--- src/rtl/sdram_sched_pkg.sv ---
// Shared types and constants for the SDRAM request scheduler and its picker.
package sdram_sched_pkg;

    // Width of each per-channel age counter.
    localparam int AGE_W = 4;
    // Width of the channel select that steers the downstream mux.
    localparam int SEL_W = 2;

    // Scheduler state encoding. Kept as plain constants so older code that
    // compares raw state values keeps working.
    typedef logic [1:0] state_t;
    localparam state_t IDLE  = 2'd0;
    localparam state_t ISSUE = 2'd1;
    localparam state_t BUSY  = 2'd2;

    // Channel assignment on the NeoGeo bus.
    typedef enum logic [SEL_W-1:0] {
        CH_M68K = 2'd0,
        CH_CROM = 2'd1,
        CH_SROM = 2'd2,
        CH_CDWR = 2'd3
    } ch_e;

    // Saturating age increment.
    function automatic logic [AGE_W-1:0] age_step(input logic [AGE_W-1:0] age,
                                                  input logic [AGE_W-1:0] limit);
        return (age < limit) ? age + 1'b1 : limit;
    endfunction

endpackage

--- src/rtl/sdram_sched_pick.sv ---
// Combinational aged-priority picker: an aged channel beats plain priority,
// and the lowest index wins within each class.
module sdram_sched_pick
    import sdram_sched_pkg::*;
#(
    parameter int NCH       = 4,
    parameter int IDX_W     = 2,
    parameter int AGE_LIMIT = 8
) (
    input  logic [NCH-1:0]       pend,
    input  logic [NCH*AGE_W-1:0] ages,
    output logic [IDX_W-1:0]     win,
    output logic                 found
);

    logic [NCH-1:0] aged;

    generate
        for (genvar gi = 0; gi < NCH; gi++) begin : g_aged
            assign aged[gi] = pend[gi] && (ages[gi*AGE_W +: AGE_W] >= AGE_W'(AGE_LIMIT));
        end
    endgenerate

    // Scan high to low so the lowest index is written last; aged pass overrides.
    always_comb begin
        win = '0;
        for (int i = NCH - 1; i >= 0; i--) begin
            if (pend[i]) win = IDX_W'(i);
        end
        for (int i = NCH - 1; i >= 0; i--) begin
            if (aged[i]) win = IDX_W'(i);
        end
    end

    assign found = |pend;

endmodule

--- src/rtl/sdram_sched.sv ---
// Request scheduler in front of the SDRAM address/data mux: latches client
// strobes, picks one with aging, and runs the RD/WR/READY handshake.
module sdram_sched
    import sdram_sched_pkg::*;
#(
    parameter int NCH           = 4,
    parameter int AGE_LIMIT     = 8,
    parameter int ISSUE_TIMEOUT = 16
) (
    input  logic             CLK,
    input  logic             nRESET,
    input  logic             HOLD,
    input  logic [NCH-1:0]   REQ,
    input  logic [NCH-1:0]   REQ_WR,
    input  logic [NCH-1:0]   REQ_BURST,
    input  logic             SDRAM_READY,
    input  logic [63:0]      SDRAM_DOUT,
    output logic             SDRAM_RD,
    output logic             SDRAM_WR,
    output logic             SDRAM_BURST,
    output logic [1:0]       SEL,
    output logic             SEL_VALID,
    output logic [NCH-1:0]   ACK,
    output logic [63:0]      RDATA,
    output logic [NCH-1:0]   PENDING,
    output logic [7:0]       TIMEOUT_CNT
);

    localparam int TC_W = $clog2(ISSUE_TIMEOUT + 1);

    state_t               state_q, state_d;
    logic [SEL_W-1:0]     sel_q, sel_d;
    logic                 rd_q, rd_d;
    logic                 wr_q, wr_d;
    logic                 burst_q, burst_d;
    logic                 cur_rd_q, cur_rd_d;
    logic [NCH-1:0]       ack_q, ack_d;
    logic [63:0]          rdata_q, rdata_d;
    logic [NCH-1:0]       pending_q, pending_d;
    logic [NCH-1:0]       type_wr_q, type_wr_d;
    logic [NCH-1:0]       type_burst_q, type_burst_d;
    logic [NCH*AGE_W-1:0] ages_q, ages_d;
    logic [TC_W-1:0]      tcnt_q, tcnt_d;
    logic [7:0]           tocnt_q, tocnt_d;

    logic [SEL_W-1:0]     pick_win;
    logic                 pick_found;
    logic                 grant;

    sdram_sched_pick #(
        .NCH       (NCH),
        .IDX_W     (SEL_W),
        .AGE_LIMIT (AGE_LIMIT)
    ) u_pick (
        .pend  (pending_q),
        .ages  (ages_q),
        .win   (pick_win),
        .found (pick_found)
    );

    // Next-state: FSM, request latch and age bookkeeping.
    always_comb begin
        state_d      = state_q;
        sel_d        = sel_q;
        rd_d         = rd_q;
        wr_d         = wr_q;
        burst_d      = burst_q;
        cur_rd_d     = cur_rd_q;
        ack_d        = '0;
        rdata_d      = rdata_q;
        pending_d    = pending_q;
        type_wr_d    = type_wr_q;
        type_burst_d = type_burst_q;
        ages_d       = ages_q;
        tcnt_d       = tcnt_q;
        tocnt_d      = tocnt_q;
        grant        = 1'b0;

        case (state_q)
            IDLE: begin
                // Skip the ACK cycle so the downstream mux sees one idle
                // cycle between accesses.
                if (SDRAM_READY && !HOLD && pick_found && (ack_q == '0)) begin
                    grant              = 1'b1;
                    state_d            = ISSUE;
                    sel_d              = pick_win;
                    pending_d[pick_win] = 1'b0;
                    rd_d               = !type_wr_q[pick_win];
                    wr_d               = type_wr_q[pick_win];
                    burst_d            = !type_wr_q[pick_win] && type_burst_q[pick_win];
                    cur_rd_d           = !type_wr_q[pick_win];
                    tcnt_d             = '0;
                end
            end
            ISSUE: begin
                if (!SDRAM_READY) begin
                    rd_d    = 1'b0;
                    wr_d    = 1'b0;
                    burst_d = 1'b0;
                    state_d = BUSY;
                end else if (tcnt_q == TC_W'(ISSUE_TIMEOUT - 1)) begin
                    // Controller never took the command: withdraw and requeue.
                    rd_d             = 1'b0;
                    wr_d             = 1'b0;
                    burst_d          = 1'b0;
                    pending_d[sel_q] = 1'b1;
                    if (tocnt_q != 8'hFF) tocnt_d = tocnt_q + 8'd1;
                    state_d          = IDLE;
                end else begin
                    tcnt_d = tcnt_q + 1'b1;
                end
            end
            BUSY: begin
                if (SDRAM_READY) begin
                    if (cur_rd_q) rdata_d = SDRAM_DOUT;
                    ack_d[sel_q] = 1'b1;
                    state_d      = IDLE;
                end
            end
            default: state_d = IDLE;
        endcase

        // New strobes merge into pending and overwrite the stored type.
        pending_d = pending_d | REQ;
        for (int i = 0; i < NCH; i++) begin
            if (REQ[i]) begin
                type_wr_d[i]    = REQ_WR[i];
                type_burst_d[i] = REQ_BURST[i];
            end
        end

        // Ages move only on a grant; idle channels sit at zero.
        for (int i = 0; i < NCH; i++) begin
            if (!pending_q[i]) begin
                ages_d[i*AGE_W +: AGE_W] = '0;
            end else if (grant) begin
                if (int'(pick_win) == i)
                    ages_d[i*AGE_W +: AGE_W] = '0;
                else
                    ages_d[i*AGE_W +: AGE_W] = age_step(ages_q[i*AGE_W +: AGE_W],
                                                        AGE_W'(AGE_LIMIT));
            end
        end
    end

    // State registers with synchronous active-low reset.
    always_ff @(posedge CLK) begin
        if (!nRESET) begin
            state_q      <= IDLE;
            sel_q        <= CH_M68K;
            rd_q         <= 1'b0;
            wr_q         <= 1'b0;
            burst_q      <= 1'b0;
            cur_rd_q     <= 1'b0;
            ack_q        <= '0;
            rdata_q      <= '0;
            pending_q    <= '0;
            type_wr_q    <= '0;
            type_burst_q <= '0;
            ages_q       <= '0;
            tcnt_q       <= '0;
            tocnt_q      <= '0;
        end else begin
            state_q      <= state_d;
            sel_q        <= sel_d;
            rd_q         <= rd_d;
            wr_q         <= wr_d;
            burst_q      <= burst_d;
            cur_rd_q     <= cur_rd_d;
            ack_q        <= ack_d;
            rdata_q      <= rdata_d;
            pending_q    <= pending_d;
            type_wr_q    <= type_wr_d;
            type_burst_q <= type_burst_d;
            ages_q       <= ages_d;
            tcnt_q       <= tcnt_d;
            tocnt_q      <= tocnt_d;
        end
    end

    assign SDRAM_RD    = rd_q;
    assign SDRAM_WR    = wr_q;
    assign SDRAM_BURST = burst_q;
    assign SEL         = sel_q;
    assign SEL_VALID   = (state_q != IDLE);
    assign ACK         = ack_q;
    assign RDATA       = rdata_q;
    assign PENDING     = pending_q;
    assign TIMEOUT_CNT = tocnt_q;

endmodule

--- config.mk ---
export PLATFORM = sky130hd
export DESIGN_NAME = sdram_sched
export DESIGN_NICKNAME = d
export VERILOG_FILES = /design/src/rtl/sdram_sched_pkg.sv /design/src/rtl/sdram_sched_pick.sv /design/src/rtl/sdram_sched.sv
export SDC_FILE = /design/constraint.sdc
export NUM_CORES = 1
export LEC_CHECK = 0
export BUFFER_PORTS_ARGS = -buffer_cell sky130_fd_sc_hd__buf_2
export CAP_MARGIN = 15
export CORE_AREA = 2 2 97 99
export CTS_CLUSTER_SIZE = 28
export DETAILED_ROUTE_END_ITERATION = 7
export DIE_AREA = 0 0 99 101
export GPL_ROUTABILITY_DRIVEN = 0
export PLACE_DENSITY = 0.8
export SETUP_SLACK_MARGIN = 0.15
export SYNTH_ARGS = -nofsm -noshare
export SYNTH_HDL_FRONTEND = slang
export SYNTH_SLANG_ARGS = --single-unit
--- constraint.sdc ---
create_clock -name CLK -period 3.5 [get_ports CLK]
set_input_delay 0.7 -clock CLK [delete_from_list [all_inputs] [get_ports CLK]]
set_output_delay 0.7 -clock CLK [all_outputs]
set_load 0.05 [all_outputs]
* Word-level counts from Yosys, hierarchy flattened
Index checks and enable logic that the tools add are counted.
Storage, ports and cells: input port bits 80, flip-flop bits (word level) 117, output and inout port bits 86, word-level logic and storage cells 133
Operators by class: order comparisons 12, bitwise gates (word level) 4, equal/unequal tests 12, reduce and logical (&&, ||, !) cells 29, muxes and demuxes 47, add/sub/neg operators 6
Operators with widths (number):
- $mux 4 | 11
- $mux 2 | 12
- $add 4x1->4 const B | 4
- $ge 4x4->1 const B | 4
- $lt 4x4->1 const B | 4
- $mux 5 | 3
- $reduce_and 3->1 | 4
- $mux 1 | 11
- $logic_and 1x1->1 | 10
- $pmux 5 s2 | 1
- $reduce_and 2->1 | 5
- $add 8x1->8 const B | 1
- $ne 2x2->1 const B | 4
- $ne 8x8->1 const B | 1
- $or 4x4->4 | 2
- $pmux 4 s2 | 1
- $reduce_and 4->1 | 2
- $eq 2x2->1 const B | 3
- $lt 2x3->1 const B | 2
- $pmux 1 s2 | 3
- $pmux 2 s3 | 1
- $add 5x1->5 const B | 1
- $eq 5x4->1 const B | 1
- $and 4x4->4 | 1
- other kinds (11) | 18

* Longest topological paths before layout
Gate-level depths: netlist of the first run.
depth in word-level cells 17, gate-level depth with buffers 8, depth with buffers taken out 8

* Modules after synthesis
From an unflattened synthesis of the first run, not the netlist that was laid out.
Unflattened totals: cells, all modules 537, area, all modules 4543.1 um^2
By module, submodules not included:
- sdram_sched | area an instance 4460.5 um^2, sequential area each 2342.2 um^2, cells an instance 522, times used 1
- sdram_sched_pick | area an instance 82.6 um^2, sequential area each 0.0 um^2, cells an instance 15, times used 1

* Worst setup path after synthesis of the first run
No wires, ideal clock.
path type register to register, start register ack_q[1] (netlist: ACK[1]), end register ages_q[0], data required time 3.381 ns, cell stages (with the launch flop) 8, period minus slack after synthesis 2.423 ns, path buffers 2, arrival time 2.304 ns, slack 1.077 ns, setup time 0.119 ns, cell sequence dfxtp_1 > or4_1 > or3_1 > or3_4 > buf_2 > buf_2 > a22oi_1 > nor2_1
Between the ends: cells in the longest elaborated chain, start to end 4
RTL lines:
- start: declaration | line sdram_sched.sv:37 | logic [NCH-1:0] ack_q, ack_d;
- start signal: assignment | line sdram_sched.sv:170 | ack_q <= ack_d;
- $logic_not 4->1 | line sdram_sched.sv:83 | if (SDRAM_READY && !HOLD && pick_found && (ack_q == '0)) begin
- $logic_and 1x1->1 | line sdram_sched.sv:83
- $mux 1 | line sdram_sched.sv:83
- $mux 1 | line sdram_sched.sv:79 | case (state_q)
- end signal: assignment | line sdram_sched.sv:175 | ages_q <= ages_d;
- end: declaration | line sdram_sched.sv:42 | logic [NCH*AGE_W-1:0] ages_q, ages_d;
No other way between the ends. A chain may end at the register's enable or synchronous reset.

* Worst setup path in the final report of the first run
start register ack_q[1] (netlist: ACK[1]), end register pending_q[0] (netlist: PENDING[0])
Between the ends: cells in the longest elaborated chain, start to end 5
RTL lines:
- $logic_not 4->1 | line sdram_sched.sv:83
- $logic_and 1x1->1 | line sdram_sched.sv:83
- $mux 4 | line sdram_sched.sv:83
- $pmux 4 s2 | line sdram_sched.sv:79
- $or 4x4->4 | line sdram_sched.sv:124 | pending_d = pending_d | REQ;
- end signal: assignment | line sdram_sched.sv:172 | pending_q <= pending_d;
- end: declaration | line sdram_sched.sv:39 | logic [NCH-1:0] pending_q, pending_d;
No other way between the ends.

==> impl_metrics.py, run 1 <==
metrics = {
    "synthesis": {
        "synth_most_common_cell": "nand2_1",
        "synthTopCellsByArea": "dfxtp_1, nand2_1, a21oi_1, ha_1, mux2i_1",
        "synth_flop_cell": "dfxtp_1",
        "synth_common_cells": "nand2_1, dfxtp_1, a21oi_1",
        "synthesis.area_sq_mm": 0.00465,
        "synthCells": 563,
        "ys_ff_latch": 117,
        "yosysUniqueCellTypes": 48,
        "syn_area_per_cell_sq_um": 8.26,
        "synth_top_area_share_pct": 50.4,
        "syn_nets": 652,
        "ys_seq_area_share_pct": 50.4,
        "synth_top_area_cell": "dfxtp_1",
        "yosysWarningCount": 0,
        "synth_edf_count": 0,
        "synthArstFlopShare_pct": 0,
    },
    "finish": {
        "diodes": 0,
        "finalNetCount": 805,
        "final_cells": 839,
        "drive_above_1_share_pct": 28.7,
        "area_growth_pct": 31.5,
    },
    "die": {
        "rows": 35,
        "die_y_microns": 101,
        "die-width_microns": 99,
        "core-area_sq_mm": 0.00898,
        "dieArea_sq_mm": 0.0100,
        "start_util_pct": 51.8,
        "io_pins": 166,
    },
    "timing": {
        "worst_pin_slew_ns": 1.11,
        "slew-limit-headroom_pct": 25.8,
        "setup_viol": 0,
        "finalCritPeriodShare_pct": 72.8,
        "finalCriticalPeriod_ns": 2.55,
        "grt_setup_unrepaired": "false",
        "drv_slew": 0,
        "clock_skew_ns": 0.00959,
        "hold_viol": 0,
        "fmax_mhz": 392,
        "fin_tns_setup_ns": 0,
        "whs_ns": 0.422,
    },
    "pwr": {
        "p_sw_mw": 0.750,
        "vdd_drop_max_mv": 0.379,
        "p_sw_share_pct": 22.6,
        "comb_power_share_pct": 6.2,
        "leakage_nw": 2.67,
        "seq_power_share_pct": 41.2,
        "p_clk_share_pct": 52.6,
        "power_per_cell_area_mw_per_mm2": 544,
        "internal_power_mw": 2.57,
        "power_mw": 3.32,
    },
    "hold_path": {
        "min_path_type": "input pin to flip-flop",
    },
    "setup_path": {
        "crit_fanout": 32,
        "crit_chain": "or4_1 -> or3_1 -> or3_4 -> nor3_2 -> nor2_1 -> o31a_1",
        "end_kind": "flip-flop",
        "path_buf_inv": 0,
        "cp.required_ns": 3.90,
        "arrival_ns": 2.95,
        "cp_slowest_cell": "or4_1",
        "critical_path.top_delay_family": "simple AND/OR/NAND/NOR gates",
        "cpPeakStageDelay_ns": 0.56,
        "critPathLaunchType": "flip-flop",
        "worst-setup-path-type": "flip-flop to flip-flop",
    },
    "global_routing": {
        "grt_pass1_vias": 4231,
        "antenna_found_initial": 0,
        "gr-total-overflow": 0,
        "grt_start_max_net_pins": 65,
        "grt_first_pass_wirelength_microns": 19300,
        "grtUsageTotal_pct": 23.8,
    },
    "placed_design": {
        "dp_hpwl_microns": 8360,
        "dp_cells": 808,
        "numPortBuffers": 165,
    },
    "drt": {
        "detail-route-antenna-nets": 0,
        "wl_per_cell_microns": 14.6,
        "wl_microns": 12200,
        "via_count": 4445,
        "drc": 0,
        "drt-pass1-iter-count": 5,
        "drt_first_iter_violations": 213,
        "avgViaCountPerCell": 5.30,
    },
    "clock_network": {
        "clock_path_buffers": 2,
        "clock_sinks": 117,
        "cts_hold_buf": 0,
        "h-tree-depth": 4,
        "post_cts_buffers": 0,
        "path_clk_slew_ns": 0.06,
        "clock-root-buffer": "clkbuf_8",
        "cts-resized-gates": 0,
        "clk_latency_ns": 0.51,
        "cts_made_buffers": 17,
        "cts_tree": "done",
    },
    "run": {
        "cap_violations": 0,
    },
    "outcome": {
        "outcome": "complete, no violations",
    },
}
[layout by cell type (no fill, tap or decap), drive strengths merged, types with 4 or more instances in the layout]
master  Yosys  layout
nand3       7       7
nand2     164     164
dfxtp     117     117
inv         7       8
a21oi      74      74
o21ai      12      12
clkinv      1       8
nor4b       4       4
and3        6       6
nor2       27      27
nor3b       4       4
ha          9       9
a41oi       4       4
nor3        8       8
a21boi     11      11
and2        7       7
xnor2       4       4
nor2b       5       5
clkbuf     25      17
nand4       6       6
mux2i      11      11
bufinv      0       4
a22oi       4       4
or3         5       5
buf         9     168
[sequential cells by signal, summed over array words and instances, names as in the netlist]
name / flops
ages_q: 16
cur_rd_q: 1
SDRAM_RD: 1
PENDING: 4
tcnt_q: 5
type_burst_q: 4
SEL: 2
RDATA: 64
ACK: 4
state_q: 2
SDRAM_WR: 1
SDRAM_BURST: 1
TIMEOUT_CNT: 8
type_wr_q: 4
[worst reg2reg max path, stage by stage (launching register included)]
cell,delay (ns)
dfxtp_1,0.30
or4_1,0.56
or3_1,0.37
or3_4,0.56
nor3_2,0.31
nor2_1,0.07
o31a_1,0.27
[metrics by stage]
| step | util, % | setup WS [ns] | area [sq um] |
|---|---|---|---|
| detailed placement | 61.4 | 0.836 | 5510 |
| CTS | 68.1 | 0.971 | 6110 |
| floorplan | - | 1.08 | 4650 |
| finish | 68.1 | 0.951 | 6110 |
| global placement | 61.4 | 0.912 | 5510 |
| global route | 68.1 | 0.672 | 6110 |
[power by group through the flow]
stage	clock, mW	sequential [mW]	combinational, mW
final	1.75	1.37	0.206
after global routing	1.84	1.37	0.224
after CTS	1.76	1.37	0.205
after detailed placement	0	1.40	0.202
after global placement	0	1.40	0.199
after floorplan	0	1.42	0.104
[worst paths after layout]
kind	start	end	slack, ns	depth (start not counted)
setup / recovery	ACK[1]	PENDING[0]	0.95	6
hold / removal	SDRAM_DOUT[50]	RDATA[50]	0.42	3
setup reg to reg	ACK[1]	PENDING[0]	0.95	6
hold reg to reg	RDATA[1]	RDATA[1]	0.45	2
[layer usage]
metal	vias up	global-route usage [%]	part of all wire (%)
met5	-	0	0
met1	2058	28.1	42
met2	151	40.2	49
met3	24	7.77	6.7
li1	2212	-	-
met4	0	9.80	2.2
[kinds of logic (layout without fill, tap and decap cells)]
family | after synthesis | in the layout | share of synthesized area [%]
XOR/XNOR | 7 | 7 | 1.32
flip-flops | 117 | 117 | 50.4
adder cells (fa/ha/maj) | 9 | 9 | 2.42
AO/OA/AOI/OAI | 121 | 121 | 15.2
buffers and inverters | 42 | 207 | 3.47
AND/OR/NAND/NOR | 256 | 256 | 24.8
multiplexers | 11 | 11 | 2.37
[final cells by class]
| type | count | area (sq um) |
|---|---|---|
| clock buffer | 17 | 414 |
| clock inverter | 14 | 186 |
| fill | 700 | 2870 |
| inverter | 8 | 30.0 |
| multi-input combinational | 404 | 2150 |
| sequential | 117 | 2340 |
| tap | 111 | 139 |
| timing repair buffer | 168 | 848 |
Note: power is estimated with default switching activity, not from simulation.
==> run 2: changes to the inputs <==
ABC_AREA = 1   (was default)
CORE_AREA = 2 2 106 108   (was 2 2 97 99)
DIE_AREA = 0 0 108 110   (was 0 0 99 101)
PLACE_DENSITY = 0.72   (was 0.8)
clock period = 2.2 ns   (was 3.5 ns; I/O delays follow)
==> run 2 against run 1 <==
- clock skew down 0.0041 ns
- register-to-register slack worse by 0.59 ns
- fmax up 38%
- first-iteration DRC count up 12%
- design area up 2.6%
- critical path depth up 4
- worst setup slack worse by 0.59 ns
- largest cell class unchanged
==> impl_metrics.py, run 2 <==
metrics = {
    "setup_path": {
        "arrival_ns": 2.24,
        "worst-setup-path-type": "flip-flop to flip-flop",
        "end_kind": "flip-flop",
        "critPathLaunchType": "flip-flop",
        "cp.required_ns": 2.60,
        "crit_fanout": 8,
    },
    "die": {
        "dieArea_sq_mm": 0.0119,
        "rows": 38,
        "die-width_microns": 108,
        "die_y_microns": 110,
        "core-area_sq_mm": 0.0107,
        "io_pins": 166,
        "start_util_pct": 44.5,
    },
    "finish": {
        "area_growth_pct": 31.8,
        "fill_cells": 978,
        "multi_input_area_sq_mm": 0.00211,
        "seqCellArea_sq_mm": 0.00234,
        "finalNetCount": 879,
        "diodes": 0,
        "largest_reg_flops": 64,
        "final_cells": 943,
        "layout_commonest_cell": "nor2_1",
        "drive_above_1_share_pct": 28.6,
        "final_cell_mix": "nor2_1, buf_2, dfxtp_1",
    },
    "timing": {
        "hold_viol": 0,
        "slew-limit-headroom_pct": 30.6,
        "setup_viol": 0,
        "clock_skew_ns": 0.00553,
        "layout_setup_ws_ns": 0.359,
        "drv_slew": 0,
        "fin_tns_setup_ns": 0,
        "grt_setup_unrepaired": "false",
        "finalCriticalPeriod_ns": 1.84,
        "finalCritPeriodShare_pct": 83.7,
        "fmax_mhz": 543,
        "worst_pin_slew_ns": 1.04,
    },
    "global_routing": {
        "grt_start_max_net_pins": 65,
        "gr-total-overflow": 0,
        "antenna_found_initial": 0,
        "grt_pass1_vias": 4482,
        "grtUsageTotal_pct": 22.2,
        "grt_first_pass_wirelength_microns": 20800,
    },
    "pwr": {
        "leakage_nw": 3.17,
        "vdd_drop_max_mv": 0.551,
        "power_per_cell_area_mw_per_mm2": 836,
    },
    "drt": {
        "drt_first_iter_violations": 238,
        "drt-pass1-iter-count": 6,
        "wl_per_cell_microns": 13.4,
        "drc": 0,
        "wl_microns": 12600,
        "via_count": 4650,
        "detail-route-antenna-nets": 0,
        "avgViaCountPerCell": 4.93,
    },
    "synthesis": {
        "yosysUniqueCellTypes": 38,
        "ys_seq_area_share_pct": 49.2,
        "synthCells": 626,
        "synthArstFlopShare_pct": 0,
        "syn_nets": 715,
        "synth_top_area_cell": "dfxtp_1",
        "yosysWarningCount": 0,
        "synthTopCellsByArea": "dfxtp_1, nor2_1, o21ai_0, nand2_1, inv_1",
        "synth_top_area_share_pct": 49.2,
        "synth_most_common_cell": "nor2_1",
        "synth_flop_cell": "dfxtp_1",
        "synthesis.area_sq_mm": 0.00476,
        "syn_area_per_cell_sq_um": 7.60,
        "synth_edf_count": 0,
        "synth_common_cells": "nor2_1, dfxtp_1, o21ai_0",
        "ys_ff_latch": 117,
    },
    "placed_design": {
        "dp_hpwl_microns": 9030,
        "numPortBuffers": 165,
        "dp_slack_ns": 0.306,
        "dp_cells": 911,
    },
    "clock_network": {
        "path_clk_slew_ns": 0.06,
        "h-tree-depth": 4,
        "post_cts_buffers": 0,
        "clock_path_buffers": 2,
        "cts_made_buffers": 17,
        "clock-root-buffer": "clkbuf_8",
        "cts_tree": "done",
        "clk_latency_ns": 0.50,
        "clock_sinks": 117,
    },
    "run": {
        "cap_violations": 0,
    },
    "hold_path": {
        "min_path_type": "input pin to flip-flop",
    },
    "outcome": {
        "outcome": "complete, no violations",
    },
}
[run 2: cell types whose count changed after synthesis, sizes merged, moves of 10 or more]
cell    before  now
a21oi       74   23
a21boi      11    1
clkbuf      25   15
inv          7   48
o21ai       12   88
mux2i       11    0
nor2        27  177
nand3        7   30
nand2      164   72
[run 2: worst max-delay path: stages, from the launching register on]
cell and delay (ns):
dfxtp_1 0.34, ha_1 0.18, inv_1 0.06, nor3_1 0.18
ha_1 0.20, nand2_1 0.12, nor2_4 0.16, nand2_2 0.14
inv_4 0.12, nand3_1 0.07, and3_1 0.16
[run 2: metrics by stage]
| step | hold WS [ns] | area [sq um] | util (%) | total power, mW |
|---|---|---|---|---|
| CTS | 0.127 | 6270 | 58.6 | 5.28 |
| global placement | 0.463 | 5680 | 53.1 | 2.57 |
| floorplan | 0.456 | 4760 | - | 2.44 |
| global route | 0.130 | 6270 | 58.6 | 5.45 |
| detailed placement | 0.470 | 5680 | 53.1 | 2.58 |
| finish | 0.156 | 6270 | 58.6 | 5.24 |
[run 2: cell type report]
type	instances	area share, %
Inverter	48	2.91
Clock buffer	18	6.82
Multi-Input combinational cell	435	33.7
Sequential cell	117	37.4
Tap cell	140	2.79
Clock inverter	14	2.55
Timing Repair Buffer	171	13.9
[run 2: path summary, 6_finish.rpt]
check	start	end	slack (ns)	cells after the start
worst max-delay path	tcnt_q[1]	TIMEOUT_CNT[2]	0.36	10
worst min-delay path	SDRAM_DOUT[54]	RDATA[54]	0.16	3
worst max register to register	tcnt_q[1]	TIMEOUT_CNT[2]	0.36	10
worst min register to register	SDRAM_BURST	SDRAM_BURST	0.48	2
[run 2: power breakdown]
group | leakage, nW | switching (mW) | total (mW) | internal, mW
logic | 1.94 | 0.240 | 0.360 | 0.120
clock network | 0.286 | 0.962 | 2.70 | 1.74
registers | 0.947 | 0.0267 | 2.18 | 2.15
[run 2: cells by family after synthesis]
family | share of synthesized area (%)
xor+xnor | 1.10
simple gates | 26.9
buf+inv | 6.60
compound gates | 13.8
flops | 49.2
fa+ha+maj | 2.37
[run 2: metal layers]
layer,global-route usage [%],routed length [microns],vias to the layer above
met5,0,0,-
met4,8.15,173,0
met3,8.29,943,17
met2,37.7,6140,152
met1,25.7,5360,2124
li1,-,-,2357
[run 2: timing repair]
action	in CTS	in global routing
endpoints found under the setup margin	0	1
hold buffers	0	0
gates resized for setup	0	1
